==> config.mk <==
export PLATFORM = sky130hd
export DESIGN_NAME = spi_rx_master
export DESIGN_NICKNAME = d
export VERILOG_FILES = /design/src/rtl/spi_pkg.sv /design/src/rtl/spi_sclk_gen.sv /design/src/rtl/spi_rx_master.sv
export SDC_FILE = /design/constraint.sdc
export NUM_CORES = 1
export LEC_CHECK = 0
export CORE_MARGIN = 4
export CORE_UTILIZATION = 53
export CTS_BUF_LIST = sky130_fd_sc_hd__clkbuf_2
export CTS_CLUSTER_DIAMETER = 30
export DETAILED_ROUTE_END_ITERATION = 10
export PLACE_DENSITY_LB_ADDON = 0.05
export SLEW_MARGIN = 0
export SYNTH_ARGS = -nofsm -noshare
export SYNTH_HDL_FRONTEND = slang
export SYNTH_HIERARCHICAL = 1
export SYNTH_SLANG_ARGS = --single-unit
==> constraint.sdc <==
create_clock -name clk -period 2 [get_ports clk]
set_clock_uncertainty 0.05 [all_clocks]
set_input_delay 0.2 -clock clk [delete_from_list [all_inputs] [get_ports clk]]
set_output_delay 0.2 -clock clk [all_outputs]
set_load 0.02 [all_outputs]
==> src/rtl/spi_pkg.sv <==
// Shared types and helpers for the SPI master receiver.
package spi_pkg;

  typedef enum logic [1:0] {
    ST_IDLE  = 2'd0,
    ST_SETUP = 2'd1,
    ST_XFER  = 2'd2,
    ST_HOLD  = 2'd3
  } state_t;

  // SPI mode as the usual {CPOL, CPHA} pair.
  typedef struct packed {
    logic cpol;
    logic cpha;
  } spi_mode_t;

  function automatic int unsigned cnt_width(input int unsigned max_val);
    return (max_val < 2) ? 1 : $clog2(max_val + 1);
  endfunction

  function automatic int unsigned umax(input int unsigned a, input int unsigned b);
    return (a > b) ? a : b;
  endfunction

endpackage

==> src/rtl/spi_sclk_gen.sv <==
// SCLK generator: half-period counter, toggle index and edge strobes.
module spi_sclk_gen
  import spi_pkg::*;
#(
  parameter int unsigned  CLK_DIV = 4,
  parameter int unsigned  TOGGLES = 80,
  parameter bit           CPOL    = 1'b0,
  localparam int unsigned TW      = cnt_width(TOGGLES)
) (
  input  logic          clk,
  input  logic          rst_n,
  input  logic          i_en,
  output logic          o_sclk,
  output logic [TW-1:0] o_toggle_idx,
  output logic          o_lead_edge_c,
  output logic          o_trail_edge_c
);

  localparam int unsigned CW = cnt_width(CLK_DIV - 1);

  logic [CW-1:0] r_cnt;
  logic          w_toggle_c;

  // Strobes mark the clk edge that produces the next SCLK toggle.
  assign w_toggle_c     = i_en && (r_cnt == CW'(CLK_DIV - 1));
  assign o_lead_edge_c  = w_toggle_c && !o_toggle_idx[0];
  assign o_trail_edge_c = w_toggle_c &&  o_toggle_idx[0];

  always_ff @(posedge clk or negedge rst_n) begin
    if (!rst_n) begin
      r_cnt        <= '0;
      o_toggle_idx <= '0;
      o_sclk       <= CPOL;
    end else if (!i_en) begin
      r_cnt        <= '0;
      o_toggle_idx <= '0;
      o_sclk       <= CPOL;
    end else if (w_toggle_c) begin
      r_cnt        <= '0;
      o_toggle_idx <= o_toggle_idx + TW'(1);
      o_sclk       <= ~o_sclk;
    end else begin
      r_cnt <= r_cnt + CW'(1);
    end
  end

endmodule

==> src/rtl/spi_rx_master.sv <==
// SPI master receiver: frames FRAME_BYTES bytes from MISO, MSB first, any CPOL/CPHA.
module spi_rx_master
  import spi_pkg::*;
#(
  parameter int unsigned  FRAME_BYTES = 5,
  parameter int unsigned  CLK_DIV     = 4,
  parameter bit           CPOL        = 1'b0,
  parameter bit           CPHA        = 1'b0,
  parameter int unsigned  SS_SETUP    = 2,
  parameter int unsigned  SS_HOLD     = 2,
  parameter bit           CONTINUOUS  = 1'b0,
  localparam int unsigned N           = 8 * FRAME_BYTES
) (
  input  logic         clk,
  input  logic         rst_n,
  input  logic         start,
  input  logic         miso,
  output logic         sclk,
  output logic         ss,
  output logic         busy,
  output logic [N-1:0] dout,
  output logic         dout_valid
);

  localparam int unsigned TOGGLES = 2 * N;
  localparam int unsigned TW      = cnt_width(TOGGLES);
  localparam int unsigned DW      = cnt_width(umax(SS_SETUP, SS_HOLD));
  localparam int unsigned BW      = cnt_width(N);
  localparam spi_mode_t   MODE    = '{cpol: CPOL, cpha: CPHA};

  state_t        r_state;
  logic [DW-1:0] r_dly;
  logic [BW-1:0] r_bit;
  logic [N-1:0]  r_shift;

  logic          w_lead_c;
  logic          w_trail_c;
  logic          w_sample_c;
  logic          w_last_c;
  logic [TW-1:0] w_toggle_idx;

  spi_sclk_gen #(
    .CLK_DIV (CLK_DIV),
    .TOGGLES (TOGGLES),
    .CPOL    (MODE.cpol)
  ) u_sclk_gen (
    .clk            (clk),
    .rst_n          (rst_n),
    .i_en           (r_state == ST_XFER),
    .o_sclk         (sclk),
    .o_toggle_idx   (w_toggle_idx),
    .o_lead_edge_c  (w_lead_c),
    .o_trail_edge_c (w_trail_c)
  );

  assign w_sample_c = MODE.cpha ? w_trail_c : w_lead_c;
  assign w_last_c   = w_trail_c && (w_toggle_idx == TW'(TOGGLES - 1));

  always_ff @(posedge clk or negedge rst_n) begin
    if (!rst_n) begin
      r_state    <= ST_IDLE;
      r_dly      <= '0;
      r_bit      <= '0;
      r_shift    <= '0;
      ss         <= 1'b1;
      busy       <= 1'b0;
      dout       <= '0;
      dout_valid <= 1'b0;
    end else begin
      dout_valid <= 1'b0;
      case (r_state)
        ST_IDLE: begin
          if (start || CONTINUOUS) begin
            r_state <= ST_SETUP;
            r_dly   <= '0;
            r_bit   <= '0;
            r_shift <= '0;
            ss      <= 1'b0;
            busy    <= 1'b1;
          end
        end
        ST_SETUP: begin
          if (r_dly == DW'(SS_SETUP - 1)) begin
            r_dly   <= '0;
            r_state <= ST_XFER;
          end else begin
            r_dly <= r_dly + DW'(1);
          end
        end
        ST_XFER: begin
          // Bit counter guards against over-shifting past a full frame.
          if (w_sample_c && (r_bit != BW'(N))) begin
            r_shift <= {r_shift[N-2:0], miso};
            r_bit   <= r_bit + BW'(1);
          end
          if (w_last_c) begin
            r_state <= ST_HOLD;
          end
        end
        ST_HOLD: begin
          if (r_dly == DW'(SS_HOLD - 1)) begin
            r_dly      <= '0;
            r_state    <= ST_IDLE;
            ss         <= 1'b1;
            busy       <= 1'b0;
            dout       <= r_shift;
            dout_valid <= 1'b1;
          end else begin
            r_dly <= r_dly + DW'(1);
          end
        end
        default: r_state <= ST_IDLE;
      endcase
    end
  end

endmodule

* Word level (Yosys, flattened, before mapping) *
Index checks and enable logic that the tools add are counted.

storage, ports and cells
  output and inout port bits = 44
  input port bits = 4
  word-level logic and storage cells = 73
  bits in registers = 103

cells by class
  equality and inequality tests = 13
  bitwise logic cells = 1
  mux-type cells = 28
  add/subtract/negate cells = 4
  reduce and logical (&&, ||, !) cells = 16

operators with widths
  kind                                                             count
  40-bit 2-to-1 mux                                                2
  40-bit case mux with 2 select lines                              1
  2-bit 2-to-1 mux                                                 8
  7-bit 2-to-1 mux                                                 2
  6-bit 2-to-1 mux                                                 2
  2-bit != test, second input constant                             6
  6-bit case mux with 2 select lines                               1
  1-bit 2-to-1 mux                                                 8
  2-bit case mux with 4 select lines                               1
  7-bit by 1-bit adder with 7-bit output, second input constant    1
  7-bit == test, second input constant                             1
  6-bit by 1-bit adder with 6-bit output, second input constant    1
  2-bit == test, second input constant                             3
  6-bit != test, second input constant                             1
  3-bit AND reduction                                              2
  2-bit nonzero test                                               3
  1-bit logical AND                                                5
  2-bit by 1-bit adder with 2-bit output, second input constant    2
  2-bit by 1-bit == test with 1-bit output, second input constant  2
  1-bit case mux with 2 select lines                               2
  2-bit case mux with 2 select lines                               1
  2-bit AND reduction                                              2
  4-bit AND reduction                                              1
  2-bit zero test                                                  1
  other kinds (3)                                                  3

* Depth between registers and ports, before layout *
  depth in word-level cells = 6
  gate-level depth with buffers = 10

* Hierarchy *
Netlist, hierarchy kept.

modules (own cells, without submodules)
  module         cells each  area each (sq um)  times used  sequential area each (sq um)
  spi_rx_master  475         4,403.0            1           2,328.5
  spi_sclk_gen   43          494.2              1           250.2

* Worst setup path before layout *
No wires, ideal clock.

  kind = register to register
  start point = register r_state[0]
  end point = register r_state[1]
  buffers on the path = 1
  arrival time = 1,808 ps
  cell stages (with the launch flop) = 9
  period minus slack after synthesis = 1,982 ps
  path slack = 18 ps
  required time = 1,825 ps
  path through = dfrtp_1 -> inv_1 -> ha_1 -> clkbuf_1 -> and3_2 -> nand2_1 -> o41ai_1 -> nand3_1 -> mux2_2

between the ends
  longest elaborated chain between the ends = 6
  elaborated cells on any way between the ends = 13

ends and longest elaborated chain
  what                           RTL line             RTL
  start: declaration             spi_rx_master.sv:31  state_t r_state;
  start signal: assignment       spi_rx_master.sv:61  r_state <= ST_IDLE;
  start signal: assignment       spi_rx_master.sv:74  r_state <= ST_SETUP;
  start signal: assignment       spi_rx_master.sv:85  r_state <= ST_XFER;
  2-bit == test                  spi_rx_master.sv:49  .i_en (r_state == ST_XFER),
  1-bit logical AND              spi_sclk_gen.sv:25   assign w_toggle_c = i_en && (r_cnt == CW'(CLK_DIV - 1));
  1-bit logical AND              spi_sclk_gen.sv:27   assign o_trail_edge_c = w_toggle_c && o_toggle_idx[0];
  net w_trail_c                  spi_rx_master.sv:37  logic w_trail_c;
  1-bit logical AND              spi_rx_master.sv:57  assign w_last_c = w_trail_c && (w_toggle_idx == TW'(TOGGLES - 1));
  2-bit != test (no line)        n/a
  4-bit AND reduction (no line)  n/a

The timed path passes the listed nets, and every way through them passes these cells.
A chain may end at the register's enable or synchronous reset.

* Final worst setup path *
  start point = register dout[37]
  end point = output port dout[37]

RTL lines
  what                      RTL line              RTL
  start: declaration        spi_rx_master.sv:21   output logic [N-1:0] dout,
  start signal: assignment  spi_rx_master.sv:106  dout <= r_shift;

No word-level cell between the ends.

==> flow_metrics.tcl <==
set metrics [dict create \
    status "finished, final reports clean" \
    seq_area_frac_synth_pct 52.7 \
    wl_um 9620 \
    p_per_area_mw_per_mm2 549 \
    grt_pass1_wl_um 17300 \
    maxSlewHeadroom_pct 69.1 \
    path_class "register to output pin" \
    die_h_um 104 \
    synth.area.top_cells "dfrtp_1, nand2_1, o211ai_2" \
    drv_slew 0 \
    setup_violations 0 \
    slowest_delay_ps 600 \
    period_share_pct 94.0 \
    total_leakage_power_nw 3.07 \
    gp_congestion 0.757 \
    finalHoldViolations 0 \
    critPathRequiredTime_ps 1750 \
    drive_above_1_share_pct 15.0 \
    synth_area_mm2 0.00490 \
    endpoint_kind "output pin" \
    max_freq_ghz 0.532 \
    synth.avg_cell_area_um2 9.45 \
    syn_to_final_growth_pct 16.2 \
    fin_util_pct 64.3 \
    place_inst 656 \
    via_per_inst 5.49 \
    clkLatencyLatePin_ps 600 \
    fp-row-count 34 \
    grt_setup_unrepaired "false" \
    synth_common_cells "nand2_1, dfrtp_1, nand3_1" \
    die_x_um 104 \
    min_period_ps 1880 \
    yosysTopAreaCell "dfrtp_1" \
    synth_nets 530 \
    fin_area_mm2 0.00569 \
    path_cells "clkdlybuf4s50_1" \
    cts_sinks 103 \
    antenna_cells 0 \
    fin_setup_tns_ps 0 \
    worstMarginPinSlew_ps 463 \
    synthCells 518 \
    yosysTopAreaCellShare_pct 52.1 \
    grt_usage_pct 19.1 \
    avgRoutedWirePerCell_um 14.2 \
    synth-edff-count 0 \
    clk_pin_slew_ps 320 \
    drcViolationCount 0 \
    ctsRootBufferMaster "clkbuf_2" \
    drt_first_iter_violations 164 \
    ant_nets 0 \
    start_kind "register" \
    peakVddDrop_mv 0.302 \
    synth_seq_cells 103 \
    coreArea_mm2 0.00885 \
    cts_tree "built" \
    cts_buffers 9 \
    cp_max_fo 2 \
    grt_max_degree 49 \
    hold_class "input port to register" \
    yosys_warnings 6 \
    fin_nets 575 \
    synthArstFlopShare_pct 100 \
    numPortBuffers 47 \
    antenna_found_initial 0 \
    path_buf_inv 1 \
    start_util_pct 55.3 \
    slowest_stage "clkdlybuf4s50_1" \
    cap_violations 0 \
    arrival_ps 1630 \
    place_area_mm2 0.00551 \
    vias 3709 \
    reg2reg_slack_ps 130 \
    fin_cells 676 \
    drtPass1Iterations 7 \
    grt_pass1_vias 3640 \
    dieArea_mm2 0.0108 \
    ios 48 \
    crit_family "buffers and inverters" \
    dpl.hpwl_um 6220 \
    yosysUniqueCellTypes 44 \
    synthFlopType "dfrtp_1" \
    grt_overflow 0 \
    yosysMostFrequentCell "nand2_1" \
    timing.hold.ws_ps 87.6 \
    htree_levels 3 \
    cts_buffer_depth 2 \
]
-- registers in the layout, indices dropped and copies added (netlist names) --
| name | flops |
|---|---|
| dout | 40 |
| r_shift | 40 |
| u_sclk_gen/o_toggle_idx | 7 |
| r_bit | 6 |
| r_dly | 2 |
| r_state | 2 |
| u_sclk_gen/r_cnt | 2 |
| busy | 1 |
| dout_valid | 1 |
| ss | 1 |
| u_sclk_gen/o_sclk | 1 |
-- worst paths after layout --
path | start | to | depth (start not counted)
max | dout[37] | dout[37] | 1
min | miso | r_shift[0] | 3
max reg2reg | r_state[1] | r_shift[23] | 7
min reg2reg | u_sclk_gen/r_cnt[0] | u_sclk_gen/r_cnt[0] | 1
max in group asynchronous | rst_n | dout[15] | 4
min in group asynchronous | rst_n | u_sclk_gen/o_toggle_idx[3] | 3
-- stage by stage --
| stage | power [mW] | setup WS (ps) |
|---|---|---|
| after floorplan | 2.15 | 17.6 |
| after global placement | 2.21 | 145 |
| after detailed placement | 2.21 | 96.2 |
| after CTS | 3.17 | 56.9 |
| after global routing | 3.28 | 0.951 |
| final | 3.13 | 120 |
-- cell type report --
cell class	instances	area, um2
Fill cell	776	3160
Sequential cell	103	2580
Multi-Input combinational cell	373	2130
Timing Repair Buffer	69	716
Tap cell	108	135
Clock inverter	6	58.8
Clock buffer	10	50.0
Inverter	7	26.3
-- logic make-up after synthesis --
family	synth area share, %
AND/OR/NAND/NOR	25.1
flip-flops	52.7
AO/OA/AOI/OAI	13.6
buffers and inverters	4.65
adder cells (fa/ha/maj)	2.04
XOR/XNOR	1.07
multiplexers	0.869
-- cell usage in the layout, fill, tap and decap left out, drive strengths merged, types with 3 or more instances in the layout --
cell	count
clkbuf	10
a21oi	3
nor2	4
dfrtp	102
and2	5
nand2b	3
ha	8
nand4	5
inv	10
clkdlybuf4s50	31
a21boi	3
dlymetal6s2s	14
o21ai	9
o211ai	41
dlygate4sd3	3
nand3	46
nor3	4
nand2	212
xnor2	4
buf	20
-- power breakdown --
group          leakage, nW  total [mW]  switching [mW]  internal, mW
Combinational         1.79      0.0779          0.0541        0.0239
Sequential            1.21        2.10         0.00646          2.10
Clock               0.0685       0.946           0.742         0.204
-- per-layer routing --
layer / share of wire, % / GRT usage, %
met5: 0 / 0
met1: 48 / 26.0
met2: 48 / 30.9
met4: 0.77 / 4.18
met3: 3.3 / 4.78
-- repair_timing --
action | in CTS | in global routing
hold buffers | 2 | 1
setup buffers | 0 | 1
setup endpoints to repair | 1 | 19
hold endpoints to repair | 103 | 11
pin swaps | 0 | 0
resized for setup | 1 | 15
(Power assumes the default switching activity.)
